`src/rtl/td4_pkg.sv`:
```
// Shared widths, host command encodings and run-controller state encoding for the TD4 debug block.
package td4_pkg;

  localparam int unsigned AddrWidth  = 4;
  localparam int unsigned InstrWidth = 8;
  localparam int unsigned Depth      = 1 << AddrWidth;

  typedef enum logic [2:0] {
    CmdNop      = 3'd0,
    CmdWrite    = 3'd1,
    CmdRead     = 3'd2,
    CmdRun      = 3'd3,
    CmdStep     = 3'd4,
    CmdHalt     = 3'd5,
    CmdSetbp    = 3'd6,
    CmdResetCpu = 3'd7
  } cmd_e;

  typedef enum logic [1:0] {
    StLoad = 2'd0,
    StHalt = 2'd1,
    StRun  = 2'd2,
    StStep = 2'd3
  } state_e;

endpackage

```
`src/rtl/td4_prog_ram.sv`:
```
// 16x8 program store: one write port, asynchronous CPU fetch port, registered host read port.
module td4_prog_ram
  import td4_pkg::*;
#(
  parameter logic [InstrWidth-1:0] MEM_INIT = 8'h00
) (
  input  logic                  clk,
  input  logic                  n_reset,
  input  logic                  we,
  input  logic [AddrWidth-1:0]  waddr,
  input  logic [InstrWidth-1:0] wdata,
  input  logic [AddrWidth-1:0]  fetch_addr,
  output logic [InstrWidth-1:0] fetch_data,
  input  logic                  rd_en,
  input  logic [AddrWidth-1:0]  rd_addr,
  output logic [InstrWidth-1:0] rd_data
);

  logic [InstrWidth-1:0] mem_q [Depth];
  logic [InstrWidth-1:0] rd_data_q;

  always_ff @(posedge clk or negedge n_reset) begin
    if (!n_reset) begin
      for (int i = 0; i < Depth; i++) begin
        mem_q[i] <= MEM_INIT;
      end
    end else if (we) begin
      mem_q[waddr] <= wdata;
    end
  end

  always_ff @(posedge clk or negedge n_reset) begin
    if (!n_reset) begin
      rd_data_q <= '0;
    end else if (rd_en) begin
      rd_data_q <= mem_q[rd_addr];
    end
  end

  // A fetch racing a write to the same word sees the old contents.
  assign fetch_data = mem_q[fetch_addr];
  assign rd_data    = rd_data_q;

endmodule

```
`src/rtl/td4_run_ctrl.sv`:
```
// Host-facing run controller for a TD4 CPU: program load, run/step/halt, breakpoint, cycle count.
module td4_run_ctrl
  import td4_pkg::*;
#(
  parameter logic [InstrWidth-1:0] MEM_INIT = 8'h00
) (
  input  logic                  clk,
  input  logic                  n_reset,
  input  logic                  host_cmd_valid,
  output logic                  host_cmd_ready,
  input  logic [2:0]            host_cmd,
  input  logic [AddrWidth-1:0]  host_addr,
  input  logic [InstrWidth-1:0] host_wdata,
  output logic                  host_rsp_valid,
  output logic [InstrWidth-1:0] host_rdata,
  input  logic [AddrWidth-1:0]  cpu_addr,
  output logic [InstrWidth-1:0] cpu_instr,
  output logic                  cpu_en,
  output logic                  cpu_n_reset,
  output logic [1:0]            state,
  output logic                  bp_hit,
  output logic [7:0]            exec_count
);

  state_e               state_q, state_d;
  cmd_e                 cmd;
  logic                 acc;
  logic                 halt_acc;
  logic                 bp_match;
  logic                 first_run_q;
  logic                 cpu_n_reset_q;
  logic                 rsp_valid_q;
  logic                 bp_en_q, bp_hit_q;
  logic [AddrWidth-1:0] bp_addr_q;
  logic [7:0]           exec_count_q;

  assign cmd      = cmd_e'(host_cmd);
  assign acc      = host_cmd_valid & host_cmd_ready;
  assign halt_acc = acc & (cmd == CmdHalt);
  // The first RUN cycle always executes so a resume can step off a breakpoint.
  assign bp_match = (state_q == StRun) & ~first_run_q & bp_en_q & (cpu_addr == bp_addr_q);

  always_ff @(posedge clk or negedge n_reset) begin
    if (!n_reset) begin
      state_q <= StLoad;
    end else begin
      state_q <= state_d;
    end
  end

  always_comb begin
    state_d = state_q;
    unique case (state_q)
      StLoad: begin
        if (acc && cmd == CmdRun)  state_d = StRun;
        if (acc && cmd == CmdStep) state_d = StStep;
      end
      StHalt: begin
        if (acc && cmd == CmdRun)      state_d = StRun;
        if (acc && cmd == CmdStep)     state_d = StStep;
        if (acc && cmd == CmdResetCpu) state_d = StLoad;
      end
      StRun: begin
        if (bp_match || halt_acc) state_d = StHalt;
      end
      StStep: begin
        state_d = StHalt;
        if (acc && cmd == CmdRun)      state_d = StRun;
        if (acc && cmd == CmdStep)     state_d = StStep;
        if (acc && cmd == CmdResetCpu) state_d = StLoad;
      end
      default: state_d = StLoad;
    endcase
  end

  always_comb begin
    host_cmd_ready = 1'b1;
    cpu_en         = 1'b0;
    unique case (state_q)
      StRun: begin
        host_cmd_ready = (cmd == CmdHalt) || (cmd == CmdNop);
        cpu_en         = ~(bp_match | halt_acc);
      end
      StStep:  cpu_en = 1'b1;
      default: cpu_en = 1'b0;
    endcase
  end

  always_ff @(posedge clk or negedge n_reset) begin
    if (!n_reset) begin
      cpu_n_reset_q <= 1'b0;
      first_run_q   <= 1'b0;
      rsp_valid_q   <= 1'b0;
      bp_en_q       <= 1'b0;
      bp_addr_q     <= '0;
      bp_hit_q      <= 1'b0;
      exec_count_q  <= '0;
    end else begin
      cpu_n_reset_q <= (state_d != StLoad);
      first_run_q   <= (state_d == StRun) && (state_q != StRun);
      rsp_valid_q   <= acc && (cmd == CmdRead);
      if (acc && cmd == CmdSetbp) begin
        bp_addr_q <= host_addr;
        bp_en_q   <= host_wdata[0];
      end
      if (bp_match) begin
        bp_hit_q <= 1'b1;
      end else if (acc && (cmd == CmdRun || cmd == CmdStep || cmd == CmdResetCpu)) begin
        bp_hit_q <= 1'b0;
      end
      if (acc && cmd == CmdResetCpu) begin
        exec_count_q <= '0;
      end else if (cpu_en && exec_count_q != 8'hFF) begin
        exec_count_q <= exec_count_q + 8'd1;
      end
    end
  end

  td4_prog_ram #(
    .MEM_INIT (MEM_INIT)
  ) u_prog_ram (
    .clk        (clk),
    .n_reset    (n_reset),
    .we         (acc && cmd == CmdWrite),
    .waddr      (host_addr),
    .wdata      (host_wdata),
    .fetch_addr (cpu_addr),
    .fetch_data (cpu_instr),
    .rd_en      (acc && cmd == CmdRead),
    .rd_addr    (host_addr),
    .rd_data    (host_rdata)
  );

  assign host_rsp_valid = rsp_valid_q;
  assign cpu_n_reset    = cpu_n_reset_q;
  assign state          = state_q;
  assign bp_hit         = bp_hit_q;
  assign exec_count     = exec_count_q;

endmodule

```
`config.mk`:
```
export PLATFORM = sky130hd
export DESIGN_NAME = td4_run_ctrl
export DESIGN_NICKNAME = d
export VERILOG_FILES = /design/src/rtl/td4_pkg.sv /design/src/rtl/td4_prog_ram.sv /design/src/rtl/td4_run_ctrl.sv
export SDC_FILE = /design/constraint.sdc
export NUM_CORES = 1
export LEC_CHECK = 0
export ABC_CLOCK_PERIOD_IN_PS = 3700
export CAP_MARGIN = 20
export CORE_MARGIN = 2
export CORE_UTILIZATION = 37
export CTS_CLUSTER_DIAMETER = 100
export CTS_CLUSTER_SIZE = 20
export DETAILED_ROUTE_END_ITERATION = 8
export PLACE_DENSITY = 0.63
export RECOVER_POWER = 100
export SLEW_MARGIN = 20
export SYNTH_ARGS = -nofsm -noshare
export SYNTH_HDL_FRONTEND = slang
export SYNTH_SLANG_ARGS = --single-unit
```
`constraint.sdc`:
```
create_clock -name clk -period 3.7 [get_ports clk]
set_input_delay 0.74 -clock clk [delete_from_list [all_inputs] [get_ports clk]]
set_output_delay 0.74 -clock clk [all_outputs]
set_load 0.01 [all_outputs]
```
# Word-level counts from Yosys, hierarchy flattened
# Index checks and enable logic that the tools add are counted.
# totals
output_inout_bits,31
in_bits,22
register_bits,155
elab_cells,95
# op_classes
bitwise,10
eq_ne,14
muxes,23
n_addsub,1
reduce_logical,19
order_cmp,3
# op_table
operator,count
bitwise mux 128 bit,1
binary-select mux 8 bit (select 4 bit),2
2-to-1 mux 8 bit,7
demux 8 bit (select 4 bit),1
2-to-1 mux 2 bit,7
"equality test 3 bit, second input constant",4
">= comparator 5 bit, second input constant",2
logical AND 1 bit,10
NOT 4 -> 5 bit,2
"adder 8 x 1 -> 8 bit, second input constant",1
"!= test 8 bit, second input constant",1
one-hot mux 2 bit (4 select lines),1
"equality test 2 bit, second input constant",3
"equality test 3 x 2 -> 1 bit, second input constant",2
nonzero test 2 bit,3
AND 1 bit,5
"less-than comparator 5 x 1 -> 1 bit, second input constant",1
equality test 4 bit,1
logical OR 1 bit,4
"equality test 3 x 1 -> 1 bit, second input constant",1
zero test 3 bit,1
2-to-1 mux 1 bit,3
"equality test 2 x 1 -> 1 bit, second input constant",1
zero test 2 bit,1
other kinds (4),5

# Depth between registers and ports, before layout
# logic_depth
ltp_word,11
mapped_depth,8
ltp_nobuf,6

# Hierarchy
# Synthesis repeated with hierarchy kept, for this count alone.
# unflattened
cells_unflattened,536
hier_area_um2,8182.8
# by_module_without_submodules
module,cells_each,seq_area_each_um2,instances,area_each_um2
td4_prog_ram,432,3403.3,1,7148.1
td4_run_ctrl,104,475.5,1,1034.7

# Worst setup path before layout
# Ideal clock, no wire load.
# synth_path
kind,in2out
startpoint,input port cpu_addr[0]
endpoint,output port cpu_instr[0]
setup_slack_ns,0.743
arrival_time_ns,2.217
t_required_ns,2.960
path_stages,4
path_cell_list,buf_2 -> buf_2 -> mux4_2 -> mux4_2
# synth_between
elab_chain_cells,4
# synth_rtl
item,line,rtl
start: declaration,td4_run_ctrl.sv:16,"input logic [AddrWidth-1:0] cpu_addr,"
NOT 4 -> 5 bit (not written as such),td4_prog_ram.sv:41,assign fetch_data = mem_q[fetch_addr];
binary-select mux 8 bit (select 4 bit),td4_prog_ram.sv:41,
2-to-1 mux 8 bit (not written as such) (2 in a row),td4_prog_ram.sv:41,
end: declaration,td4_run_ctrl.sv:17,"output logic [InstrWidth-1:0] cpu_instr,"
# No other way between the ends. The select of a mux whose other input is x is not followed.

# Worst setup path after layout
# layout_path
startpoint,input port cpu_addr[1]
endpoint,output port cpu_instr[7]
# Same word-level chain as after synthesis.

==> flow_summary.toml <==
[drt]
dr_wl_met2_mm = 10.5
drt_iter0_drc = 463
met3WireLength_mm = 1.47
totalWireLength_mm = 22.0
wire_per_inst_microns = 24.0
vias = 5395
drc = 0
ant_nets = 0
route.top_layer_used = "met4"
vias_per_cell = 5.88
wl_met1_mm = 9.70
first_pass_iters = 6

[yosys]
synth-async-reset-ratio_pct = 100
synth-compound-area-share_pct = 4.46
synth_area_sq_um = 8160
synthTopCellsByCount = "155 x dfrtp_1, 133 x mux2_2, 56 x mux4_2, 35 x nand2_1, 33 x mux2i_1"
synthMuxAreaShare_pct = 37.9
syn-num-nets = 594
synthAdderAreaFrac_pct = 0.153
yosys.area_share.simple_pct = 6.87
ys_seq_area_share_pct = 47.6
synth_top_area_cell = "dfrtp_1"
synth-xor-area-share_pct = 0.537
postSynthCellCount = 571
synth_ff_type = "dfrtp_1"
synthTopCellsByArea = "dfrtp_1 48%, mux2_2 18%, mux4_2 15%"
synth_top_family_by_area = "multiplexers"
avgSynthCellArea_sq_um = 14.3
yosysWarnings = 0
synth.most_common_cell = "dfrtp_1"
synth-seq-cells = 155
netlist-cell-type-count = 46
synth_edf_count = 0
synth_top_cell_area_share_pct = 47.6

[sta]
fin_crit_ps = 3630
rsz0062_at_grt = "false"
hold_violations = 0
period_share_pct = 98.1
fmax_mhz = 276
worst_slew_pin_slew_ps = 2780
setup_viol = 0
skew_ps = 6.53
slew_headroom_pct = -85.5
fin_setup_tns_ps = 0
drv_slew = 124
worst_slack_ps = 71.8

[worst_setup_path]
worst-r2r-setup-slack_ps = 750
reg2reg_depth = 5
cp-start-kind = "input port"
cp_top_family = "buffers and inverters"
path_cells = "clkdlybuf4s50_1 > buf_12 > mux4_2 > mux4_2 > clkdlybuf4s50_1"
reg2reg_from = "state[1]"
r2r-end = "u_prog_ram.rd_data[0]"
cp.arrival_ps = 2890
crit_fanout = 33
crit_slowest_cell = "mux4_2"
cp_num_cells = 5
path_class = "input port to primary output"
critical-path-max-stage-delay_ps = 530
critPathBufInv = 3
end_kind = "primary output"
cp_data_required_time_ps = 2960

[global_routing]
grt_pass1_vias = 5742
grt_overflow = 0
track_usage_pct = 19.7
grt_pass1_wl_mm = 34.8
antenna_found_initial = 0
grt_max_degree = 124

[power]
power.density_nw_per_um2 = 489
power_leakage_nw = 4.36
peakVddDrop_mv = 0.290
p_total_mw = 4.67

[placement]
dp_hpwl_mm = 14.8
dp_slack_ps = 91.5
io_buffers = 52
dp_cells = 885
gp_congestion = 0.862

[layout]
antenna_cells = 0
drive_gt1_share_pct = 38.3
utilization_pct = 43.9
instances_no_fill = 917
nNetsFinal = 647
synthToLayoutAreaGrowth_pct = 17.2

[clock_tree]
h-tree-depth = 4
tritoncts = "built"
cts_setup_buffers = 0
clock_sinks = 155
path_clk_slew_ps = 60
clockRootBuffer = "clkbuf_16"
cts_buffer_depth = 2
numCtsBuffers = 17
cts_resized = 0
clock_latency_ps = 430
cts_hold_repair.buffers = 0

[hold_path]
hold_depth = 2
min_to = "u_prog_ram.rd_data[7]"
hp-class = "register to register"
min_from = "u_prog_ram.rd_data[7]"

[status]
violations = "capacitance limit, slew limit"
status = "finished, violations left"

[floorplan]
initial_core_util_pct = 37.5
chipHeight_microns = 152
core_area_sq_um = 21800
dieArea_sq_um = 23200
io_pins = 53
fp.dieW_microns = 152
fp-row-count = 54

[job]
maxCapViolCount = 1
power by group:
| group | switching (mW) | internal (mW) |
|---|---|---|
| logic | 0.361 | 0.435 |
| registers | 0.172 | 1.89 |
| clock network | 0.736 | 1.07 |
| total | 1.27 | 3.40 |
worst register-to-register path, cell delays in order, from the launching register on:
cell and delay (ps):
dfrtp_1 420, nor2b_1 210, or4b_1 900, nor3b_2 940, a22oi_1 300, nand2_1 120
through the flow:
step / instance area, sq um / hold slack (ps)
CTS: 9640 / 527
global route: 9560 / 539
detailed placement: 9040 / 514
global placement: 9040 / 501
finish: 9560 / 517
floorplan: 8160 / 444
final cells by class:
type,count,area [sq um]
multi-input combinational,373,4010
sequential,155,3880
inverter,3,11.3
timing repair buffer,74,704
tap,280,350
fill,1954,12200
clock buffer,20,437
clock inverter,12,164
layout by cell type (no fill, tap or decap), types with 7 or more instances in the layout:
cell	n
dfrtp_1	155
mux2_2	133
a32oi_1	7
a22oi_1	23
nor2_1	10
nand2_1	35
clkbuf_16	17
mux4_2	56
mux2i_1	33
dlygate4sd3_1	26
buf_4	13
clkdlybuf4s50_1	23
nand3_1	12
worst max path at each step:
| stage | to | startpoint |
|---|---|---|
| finish | cpu_instr[7] | cpu_addr[1] |
| global route | cpu_instr[7] | cpu_addr[1] |
| CTS | cpu_instr[7] | cpu_addr[1] |
| detailed placement | cpu_instr[7] | cpu_addr[1] |
| global placement | cpu_instr[7] | cpu_addr[1] |
| floorplan | cpu_instr[0] | cpu_addr[0] |
sequential cells by signal (all words and copies together), names as in the netlist:
register / cells
u_prog_ram.mem_q: 128
exec_count: 8
first_run_q: 1
state: 2
bp_addr_q: 4
bp_en_q: 1
bp_hit: 1
host_rsp_valid: 1
cpu_n_reset: 1
u_prog_ram.rd_data: 8
kinds of logic after synthesis:
kind of cell    Yosys count
xor+xnor                  5
fa+ha+maj                 1
flops                   155
mux                     222
simple gates             94
compound gates           51
buf+inv                  43
per-layer routing:
| layer | vias up | global-route usage (%) |
|---|---|---|
| met4 | 0 | 6.31 |
| met2 | 212 | 31.2 |
| met1 | 2850 | 26.8 |
| met3 | 27 | 5.01 |
| met5 | - | 0 |
| li1 | 2306 | - |
Power figures use the tool's default switching activity.
